<file path="src/rtl/vtg_pkg.sv">
// Shared definitions for the raster timing generator:
// config map, timing record and range decode helpers.
package vtg_pkg;

    localparam int VTG_W = 9;

    localparam logic [3:0] VTG_H_TOTAL  = 4'd0;
    localparam logic [3:0] VTG_HB_START = 4'd1;
    localparam logic [3:0] VTG_HB_END   = 4'd2;
    localparam logic [3:0] VTG_HS_START = 4'd3;
    localparam logic [3:0] VTG_HS_END   = 4'd4;
    localparam logic [3:0] VTG_V_TOTAL  = 4'd5;
    localparam logic [3:0] VTG_VB_START = 4'd6;
    localparam logic [3:0] VTG_VB_END   = 4'd7;
    localparam logic [3:0] VTG_VS_START = 4'd8;
    localparam logic [3:0] VTG_VS_END   = 4'd9;
    localparam logic [3:0] VTG_IRQ_LINE = 4'd10;
    localparam logic [3:0] VTG_IRQ_EN   = 4'd11;

    typedef struct packed {
        logic [VTG_W-1:0] h_total;
        logic [VTG_W-1:0] hb_start;
        logic [VTG_W-1:0] hb_end;
        logic [VTG_W-1:0] hs_start;
        logic [VTG_W-1:0] hs_end;
        logic [VTG_W-1:0] v_total;
        logic [VTG_W-1:0] vb_start;
        logic [VTG_W-1:0] vb_end;
        logic [VTG_W-1:0] vs_start;
        logic [VTG_W-1:0] vs_end;
    } vtg_timing_t;

    // s > e describes a window that wraps through zero
    function automatic logic in_range(
        input logic [VTG_W-1:0] x,
        input logic [VTG_W-1:0] s,
        input logic [VTG_W-1:0] e
    );
        if (s <= e)
            return (s <= x) && (x < e);
        return (x >= s) || (x < e);
    endfunction

    function automatic vtg_timing_t vtg_clamp(input vtg_timing_t t);
        vtg_timing_t r;
        r = t;
        if (t.h_total < VTG_W'(2))
            r.h_total = VTG_W'(2);
        if (t.v_total < VTG_W'(2))
            r.v_total = VTG_W'(2);
        return r;
    endfunction

endpackage

</file>
<file path="src/rtl/video_timing_gen_if.sv">
// Pixel-enable, config bus and raster outputs of the timing generator.
interface video_timing_gen_if
    import vtg_pkg::*;
#(
    parameter int W = VTG_W
) ();

    logic         pix_ce;
    logic         cfg_we;
    logic [3:0]   cfg_addr;
    logic [W-1:0] cfg_wdata;

    logic [W-1:0] hpos;
    logic [W-1:0] vpos;
    logic         hblank;
    logic         hsync;
    logic         vblank;
    logic         vsync;
    logic         display_on;
    logic         line_start;
    logic         frame_start;
    logic         line_irq;

    modport master (
        output pix_ce, cfg_we, cfg_addr, cfg_wdata,
        input  hpos, vpos, hblank, hsync, vblank, vsync,
        input  display_on, line_start, frame_start, line_irq
    );

    modport slave (
        input  pix_ce, cfg_we, cfg_addr, cfg_wdata,
        output hpos, vpos, hblank, hsync, vblank, vsync,
        output display_on, line_start, frame_start, line_irq
    );

endinterface

</file>
<file path="src/rtl/video_timing_gen_axis.sv">
// One raster axis: position counter plus registered blank/sync decode
// taken from the next count so flags line up with the counter.
module vtg_axis
    import vtg_pkg::*;
#(
    parameter int W   = VTG_W,
    parameter int BS0 = 0,
    parameter int BE0 = 0,
    parameter int SS0 = 0,
    parameter int SE0 = 0
) (
    input  logic         clk,
    input  logic         rst_n,
    input  logic         i_adv,
    input  logic [W-1:0] i_total,
    input  logic [W-1:0] i_bs,
    input  logic [W-1:0] i_be,
    input  logic [W-1:0] i_ss,
    input  logic [W-1:0] i_se,
    output logic [W-1:0] o_cnt,
    output logic [W-1:0] o_nxt,
    output logic         o_wrap,
    output logic         o_blank,
    output logic         o_sync
);

    localparam logic [W-1:0] ONE = W'(1);
    localparam logic BLANK0 =
        in_range('0, VTG_W'(BS0), VTG_W'(BE0));
    localparam logic SYNC0 =
        in_range('0, VTG_W'(SS0), VTG_W'(SE0));

    logic [W-1:0] r_cnt;
    logic         r_blank;
    logic         r_sync;

    assign o_wrap = (r_cnt == i_total - ONE);
    assign o_nxt  = o_wrap ? '0 : r_cnt + ONE;

    always_ff @(posedge clk or negedge rst_n) begin
        if (!rst_n) begin
            r_cnt   <= '0;
            r_blank <= BLANK0;
            r_sync  <= SYNC0;
        end else if (i_adv) begin
            r_cnt   <= o_nxt;
            r_blank <= in_range(o_nxt, i_bs, i_be);
            r_sync  <= in_range(o_nxt, i_ss, i_se);
        end
    end

    assign o_cnt   = r_cnt;
    assign o_blank = r_blank;
    assign o_sync  = r_sync;

endmodule

</file>
<file path="src/rtl/video_timing_gen.sv">
// Programmable CRT raster timing generator with shadowed timing,
// line/frame strobes and a raster-line interrupt.
module video_timing_gen
    import vtg_pkg::*;
#(
    parameter int W        = VTG_W,
    parameter int H_TOTAL  = 390,
    parameter int HB_START = 256,
    parameter int HB_END   = 0,
    parameter int HS_START = 300,
    parameter int HS_END   = 332,
    parameter int V_TOTAL  = 258,
    parameter int VB_START = 240,
    parameter int VB_END   = 16,
    parameter int VS_START = 250,
    parameter int VS_END   = 256
) (
    input  logic              clk_pixel,
    input  logic              rst_n,
    video_timing_gen_if.slave bus
);

    localparam vtg_timing_t DEF = '{
        h_total:  VTG_W'(H_TOTAL),
        hb_start: VTG_W'(HB_START),
        hb_end:   VTG_W'(HB_END),
        hs_start: VTG_W'(HS_START),
        hs_end:   VTG_W'(HS_END),
        v_total:  VTG_W'(V_TOTAL),
        vb_start: VTG_W'(VB_START),
        vb_end:   VTG_W'(VB_END),
        vs_start: VTG_W'(VS_START),
        vs_end:   VTG_W'(VS_END)
    };

    vtg_timing_t  r_pend;
    vtg_timing_t  r_act;
    vtg_timing_t  w_pend;
    vtg_timing_t  w_act_nxt;
    logic [W-1:0] r_irq_line;
    logic         r_irq_en;
    logic         r_line_start;
    logic         r_frame_start;
    logic         r_line_irq;

    logic         w_h_wrap;
    logic         w_v_wrap;
    logic         w_v_adv;
    logic         w_copy;
    logic [W-1:0] w_hpos;
    logic [W-1:0] w_vpos;
    logic [W-1:0] w_hnxt;
    logic [W-1:0] w_vnxt;
    logic         w_hblank;
    logic         w_hsync;
    logic         w_vblank;
    logic         w_vsync;

    // Pending bank with this cycle's write merged in
    always_comb begin
        w_pend = r_pend;
        if (bus.cfg_we) begin
            case (bus.cfg_addr)
                VTG_H_TOTAL:  w_pend.h_total  = bus.cfg_wdata;
                VTG_HB_START: w_pend.hb_start = bus.cfg_wdata;
                VTG_HB_END:   w_pend.hb_end   = bus.cfg_wdata;
                VTG_HS_START: w_pend.hs_start = bus.cfg_wdata;
                VTG_HS_END:   w_pend.hs_end   = bus.cfg_wdata;
                VTG_V_TOTAL:  w_pend.v_total  = bus.cfg_wdata;
                VTG_VB_START: w_pend.vb_start = bus.cfg_wdata;
                VTG_VB_END:   w_pend.vb_end   = bus.cfg_wdata;
                VTG_VS_START: w_pend.vs_start = bus.cfg_wdata;
                VTG_VS_END:   w_pend.vs_end   = bus.cfg_wdata;
                default: ;
            endcase
        end
    end

    assign w_v_adv   = bus.pix_ce & w_h_wrap;
    assign w_copy    = w_v_adv & w_v_wrap;
    assign w_act_nxt = w_copy ? vtg_clamp(w_pend) : r_act;

    always_ff @(posedge clk_pixel or negedge rst_n) begin
        if (!rst_n) begin
            r_pend        <= DEF;
            r_act         <= DEF;
            r_irq_line    <= '0;
            r_irq_en      <= 1'b0;
            r_line_start  <= 1'b0;
            r_frame_start <= 1'b0;
            r_line_irq    <= 1'b0;
        end else begin
            r_pend <= w_pend;
            r_act  <= w_act_nxt;
            if (bus.cfg_we && bus.cfg_addr == VTG_IRQ_LINE)
                r_irq_line <= bus.cfg_wdata;
            if (bus.cfg_we && bus.cfg_addr == VTG_IRQ_EN)
                r_irq_en <= bus.cfg_wdata[0];
            r_line_start  <= bus.pix_ce & (w_hnxt == '0);
            r_frame_start <= w_copy;
            r_line_irq    <= w_v_adv & r_irq_en &
                             (w_vnxt == r_irq_line);
        end
    end

    vtg_axis #(
        .W   (W),
        .BS0 (HB_START),
        .BE0 (HB_END),
        .SS0 (HS_START),
        .SE0 (HS_END)
    ) u_h (
        .clk     (clk_pixel),
        .rst_n   (rst_n),
        .i_adv   (bus.pix_ce),
        .i_total (r_act.h_total),
        .i_bs    (w_act_nxt.hb_start),
        .i_be    (w_act_nxt.hb_end),
        .i_ss    (w_act_nxt.hs_start),
        .i_se    (w_act_nxt.hs_end),
        .o_cnt   (w_hpos),
        .o_nxt   (w_hnxt),
        .o_wrap  (w_h_wrap),
        .o_blank (w_hblank),
        .o_sync  (w_hsync)
    );

    vtg_axis #(
        .W   (W),
        .BS0 (VB_START),
        .BE0 (VB_END),
        .SS0 (VS_START),
        .SE0 (VS_END)
    ) u_v (
        .clk     (clk_pixel),
        .rst_n   (rst_n),
        .i_adv   (w_v_adv),
        .i_total (r_act.v_total),
        .i_bs    (w_act_nxt.vb_start),
        .i_be    (w_act_nxt.vb_end),
        .i_ss    (w_act_nxt.vs_start),
        .i_se    (w_act_nxt.vs_end),
        .o_cnt   (w_vpos),
        .o_nxt   (w_vnxt),
        .o_wrap  (w_v_wrap),
        .o_blank (w_vblank),
        .o_sync  (w_vsync)
    );

    assign bus.hpos        = w_hpos;
    assign bus.vpos        = w_vpos;
    assign bus.hblank      = w_hblank;
    assign bus.hsync       = w_hsync;
    assign bus.vblank      = w_vblank;
    assign bus.vsync       = w_vsync;
    assign bus.display_on  = ~(w_hblank | w_vblank);
    assign bus.line_start  = r_line_start;
    assign bus.frame_start = r_frame_start;
    assign bus.line_irq    = r_line_irq;

endmodule
</file>
<file path="src/flat_wrapper.sv">
// flat-port wrapper written by rule: the top's interface ports become plain ports
module video_timing_gen_flat import vtg_pkg::*;
#(
    parameter int W        = VTG_W,
    parameter int H_TOTAL  = 390,
    parameter int HB_START = 256,
    parameter int HB_END   = 0,
    parameter int HS_START = 300,
    parameter int HS_END   = 332,
    parameter int V_TOTAL  = 258,
    parameter int VB_START = 240,
    parameter int VB_END   = 16,
    parameter int VS_START = 250,
    parameter int VS_END   = 256
)
  (clk_pixel, rst_n, bus_pix_ce, bus_cfg_we, bus_cfg_addr, bus_cfg_wdata, bus_hpos, bus_vpos, bus_hblank, bus_hsync, bus_vblank, bus_vsync, bus_display_on, bus_line_start, bus_frame_start, bus_line_irq);
  video_timing_gen_if #(.W(W)) bus_i ();
  input  logic clk_pixel;
  input  logic rst_n;
  input wire logic [$bits(bus_i.pix_ce)-1:0] bus_pix_ce;
  input wire logic [$bits(bus_i.cfg_we)-1:0] bus_cfg_we;
  input wire logic [$bits(bus_i.cfg_addr)-1:0] bus_cfg_addr;
  input wire logic [$bits(bus_i.cfg_wdata)-1:0] bus_cfg_wdata;
  output wire logic [$bits(bus_i.hpos)-1:0] bus_hpos;
  output wire logic [$bits(bus_i.vpos)-1:0] bus_vpos;
  output wire logic [$bits(bus_i.hblank)-1:0] bus_hblank;
  output wire logic [$bits(bus_i.hsync)-1:0] bus_hsync;
  output wire logic [$bits(bus_i.vblank)-1:0] bus_vblank;
  output wire logic [$bits(bus_i.vsync)-1:0] bus_vsync;
  output wire logic [$bits(bus_i.display_on)-1:0] bus_display_on;
  output wire logic [$bits(bus_i.line_start)-1:0] bus_line_start;
  output wire logic [$bits(bus_i.frame_start)-1:0] bus_frame_start;
  output wire logic [$bits(bus_i.line_irq)-1:0] bus_line_irq;
  assign bus_i.pix_ce = bus_pix_ce;
  assign bus_i.cfg_we = bus_cfg_we;
  assign bus_i.cfg_addr = bus_cfg_addr;
  assign bus_i.cfg_wdata = bus_cfg_wdata;
  assign bus_hpos = bus_i.hpos;
  assign bus_vpos = bus_i.vpos;
  assign bus_hblank = bus_i.hblank;
  assign bus_hsync = bus_i.hsync;
  assign bus_vblank = bus_i.vblank;
  assign bus_vsync = bus_i.vsync;
  assign bus_display_on = bus_i.display_on;
  assign bus_line_start = bus_i.line_start;
  assign bus_frame_start = bus_i.frame_start;
  assign bus_line_irq = bus_i.line_irq;
  video_timing_gen #(.W(W), .H_TOTAL(H_TOTAL), .HB_START(HB_START), .HB_END(HB_END), .HS_START(HS_START), .HS_END(HS_END), .V_TOTAL(V_TOTAL), .VB_START(VB_START), .VB_END(VB_END), .VS_START(VS_START), .VS_END(VS_END)) u_core (.clk_pixel(clk_pixel), .rst_n(rst_n), .bus(bus_i));
endmodule
</file>
<file path="config.mk">
export PLATFORM = sky130hd
export DESIGN_NAME = video_timing_gen_flat
export DESIGN_NICKNAME = d
export VERILOG_FILES = /design/src/rtl/vtg_pkg.sv /design/src/rtl/video_timing_gen_if.sv /design/src/rtl/video_timing_gen_axis.sv /design/src/rtl/video_timing_gen.sv /design/src/flat_wrapper.sv
export SDC_FILE = /design/constraint.sdc
export NUM_CORES = 1
export LEC_CHECK = 0
export CORE_ASPECT_RATIO = 0.7
export CORE_UTILIZATION = 56
export DETAILED_ROUTE_END_ITERATION = 8
export PLACE_DENSITY = 0.77
export SKIP_CTS_REPAIR_TIMING = 1
export SYNTH_ARGS = -nofsm -noshare
export SYNTH_HDL_FRONTEND = slang
export SYNTH_SLANG_ARGS = --single-unit
</file>
<file path="constraint.sdc">
create_clock -name clk_pixel -period 4.4 [get_ports clk_pixel]
set_input_delay 0.88 -clock clk_pixel [delete_from_list [all_inputs] [get_ports clk_pixel]]
set_output_delay 0.88 -clock clk_pixel [all_outputs]
set_load 0.01 [all_outputs]
</file>
==> qor.txt <==
Final min period: 4.261 ns
First-pass GRT wire length: 50210 µm
Most used cells in the layout excluding fill and tap cells: 160 x dfrtp_1, 151 x inv_1, 108 x ha_1, 99 x nand2_1, 85 x buf_4
Final hold slack: 0.4777 ns
Clk_lat worst skew: 0.51 ns
Clock skew: 0.01447 ns
Max Slew Vio Count: 0
Fmax: 234.7 MHz
Die footprint: 0.02223 mm²
Syn. warnings: 0
WS Path Type: reg2reg
Flops & latches, synth: 215
CTS clk-pin slew, worst paths: 0.07 ns
Nets: 1424
Max cap viols: 0
Routed vias/inst: 5.801
Crit path cell chain: or4_4 > or4_4 > o311ai_2 > o21a_2 > buf_4 > nand4_4 > nand2_1 > a21boi_2 > ha_1 > a21o_1 > a21o_1 > a211oi_1 > o21ai_0 > o211ai_1 > nand3b_1 > or3b_1 > nand4_1
GR Overflow Total: 0
Distinct cells, synth: 70
Slew margin rel.: 37.74%
# H-tree levels: 1
Post-DRT Antenna Nets: 0
Final antenna diode count: 0
Setup_tns: 0 ns
Area growth syn-to-layout: 19.57%
Final hold vios: 0
CTS Buffer Depth: 3
WP data arrival: 4.69 ns
CP max-delay cell: or4_4
Top cell type's share of synthesized area: 33.06%
CTS tree: yes
Area after DPL: 0.01341 mm²
Initial antenna violation count: 0
Slew at the pin closest to its max-slew limit: 0.9338 ns
Post-synthesis net count: 1305
Syn Inst Count: 1180
Crit path max fanout: 6
Via count: 9229
Die width: 177.8 µm
CP top delay family: simple AND/OR/NAND/NOR gates
Design Area, Final: 0.01448 mm²
Top FF cell, synth: dfrtp_1
Iteration-0 DRC Markers: 788
Post-DP HPWL: 22490 µm
Top post-synthesis cells by area: dfrtp_1 33%, dfstp_2 12%, ha_1 11%
Hold path depth: 2
Cell area power density: 608.9 mW/mm²
Die Height: 125.0 µm
Row cnt: 44
Vias in the first global route: 9172
Post-synth EDFFs: 0
Reg2Reg Depth: 17
Commonest non-fill, non-tap cell in the layout: dfrtp_1
Avg Inst Size Synth: 10.26 µm²
DRT Wirelength: 31960 µm
WL/cell: 20.09 µm
Max stage delay on crit path: 0.58 ns
Clock root cell: clkbuf_16
Placed cell count: 1539
Sink Count: 215
Stages on worst setup path: 17
Cts bufs inserted: 22
DRC viols: 0
Final Wtd Congestion: 0.9253
Hold Path Class: reg2reg
Status: completed
Fin util: 69.03%
Initial DRT Pass Iterations: 7
Data required, critical path: 4.83 ns
Bufs and invs on worst path: 1
Synth area leader: dfrtp_1
CP Launch Type: flop
Final Non-Filler Cells: 1591
VDD IR max: 0.0003143 V
Critical Path End Type: flop
Tot GR Track Use: 28.90%
Final Cycle Share: 96.84%
P_leak: 7.521 nW
Core footprint: 0.02098 mm²
Starting Density: 57.74%
Seq/Total Area, Yosys: 44.99%
Async S/R FF share, synth: 100.0%
Setup-failing EPs final: 0
Syn Std Cell Area: 0.01211 mm²
Port Buf Inserts: 42
I/O pins: 43
Layout cells sized above 1: 20.15%
Largest net degree at the start of global routing: 114
registers in the layout, summed over array words and instances (netlist names), 9 cells and up:
signal             cells
u_core.r_irq_line      9
u_core.r_pend         90
u_core.r_act          90
u_core.u_v.o_cnt       9
u_core.u_h.o_cnt       9
logic make-up (layout without fill, tap and decap cells):
kind of cell	count (synthesis)	count (layout)	share of synthesized area, %
AOI/OAI and AO/OA	208	208	11.73
xor gates and xnor gates	41	41	2.965
adders and majority gates	108	108	11.16
buffers and inverters	205	338	6.747
DFF	215	215	44.99
muxes	120	120	10.32
and+or+nand+nor	283	285	12.09
cells in the mapped netlist, types with 24 or more instances:
library cell / n
dfrtp_1: 160
a21boi_1: 64
ha_1: 108
mux2i_1: 81
inv_1: 151
nand2_1: 100
mux2_2: 35
o21ai_0: 28
dfstp_2: 55
clkbuf_1: 27
nor2_1: 47
a21oi_1: 27
nand4_1: 24
power by group:
part	leakage [nW]	internal [W]	switching (W)
logic	4.49	0.00183	0.00227
registers	2.65	0.00247	0.000249
clock network	0.386	0.00121	0.000786
total	7.52	0.00551	0.00330
area by class of cell:
cell class	instances	area, µm²
clock buffers	32	659.4
clock inverters	8	115.1
fillers	1499	6495
inverters	158	593.1
multi-input cells	762	6018
flip-flops and latches	215	5449
well taps	276	345.3
repair buffers	140	1300
routing by layer:
metal / vias to the layer above / track usage [%] / routed length [µm]
li1: 4303 / - / -
met1: 4541 / 44.21 / 15460
met2: 334 / 42.35 / 13450
met3: 51 / 5.322 / 2294
met4: 0 / 6.536 / 743
met5: - / 0 / 0
path summary, 6_finish.rpt:
path | start | end | slack [ns]
max in group asynchronous | rst_n | u_core.r_pend[80] | 2.98
hold / removal | u_core.r_act[89] | u_core.r_act[89] | 0.48
setup / recovery | u_core.r_act[81] | u_core.u_h.o_blank | 0.14
setup reg to reg | u_core.r_act[81] | u_core.u_h.o_blank | 0.14
hold reg to reg | u_core.r_act[89] | u_core.r_act[89] | 0.48
min in group asynchronous | rst_n | u_core.r_act[42] | 0.49
worst reg2reg max path: cells and delay by family, from the launching register on:
family          cells  cell delay, ns
compound gates      8            1.35
simple gates        7            1.99
flops               1            0.41
buf+inv             1            0.15
fa+ha+maj           1            0.28
stage by stage:
step | power, W | worst slack [ns]
after floorplan | 0.005189 | 0.2076
after global placement | 0.006298 | 0.06940
after detailed placement | 0.006454 | -0.07927
after CTS | 0.008515 | -0.2092
after global routing | 0.009363 | -0.1396
final | 0.008817 | 0.1389
(Power assumes the default switching activity.)
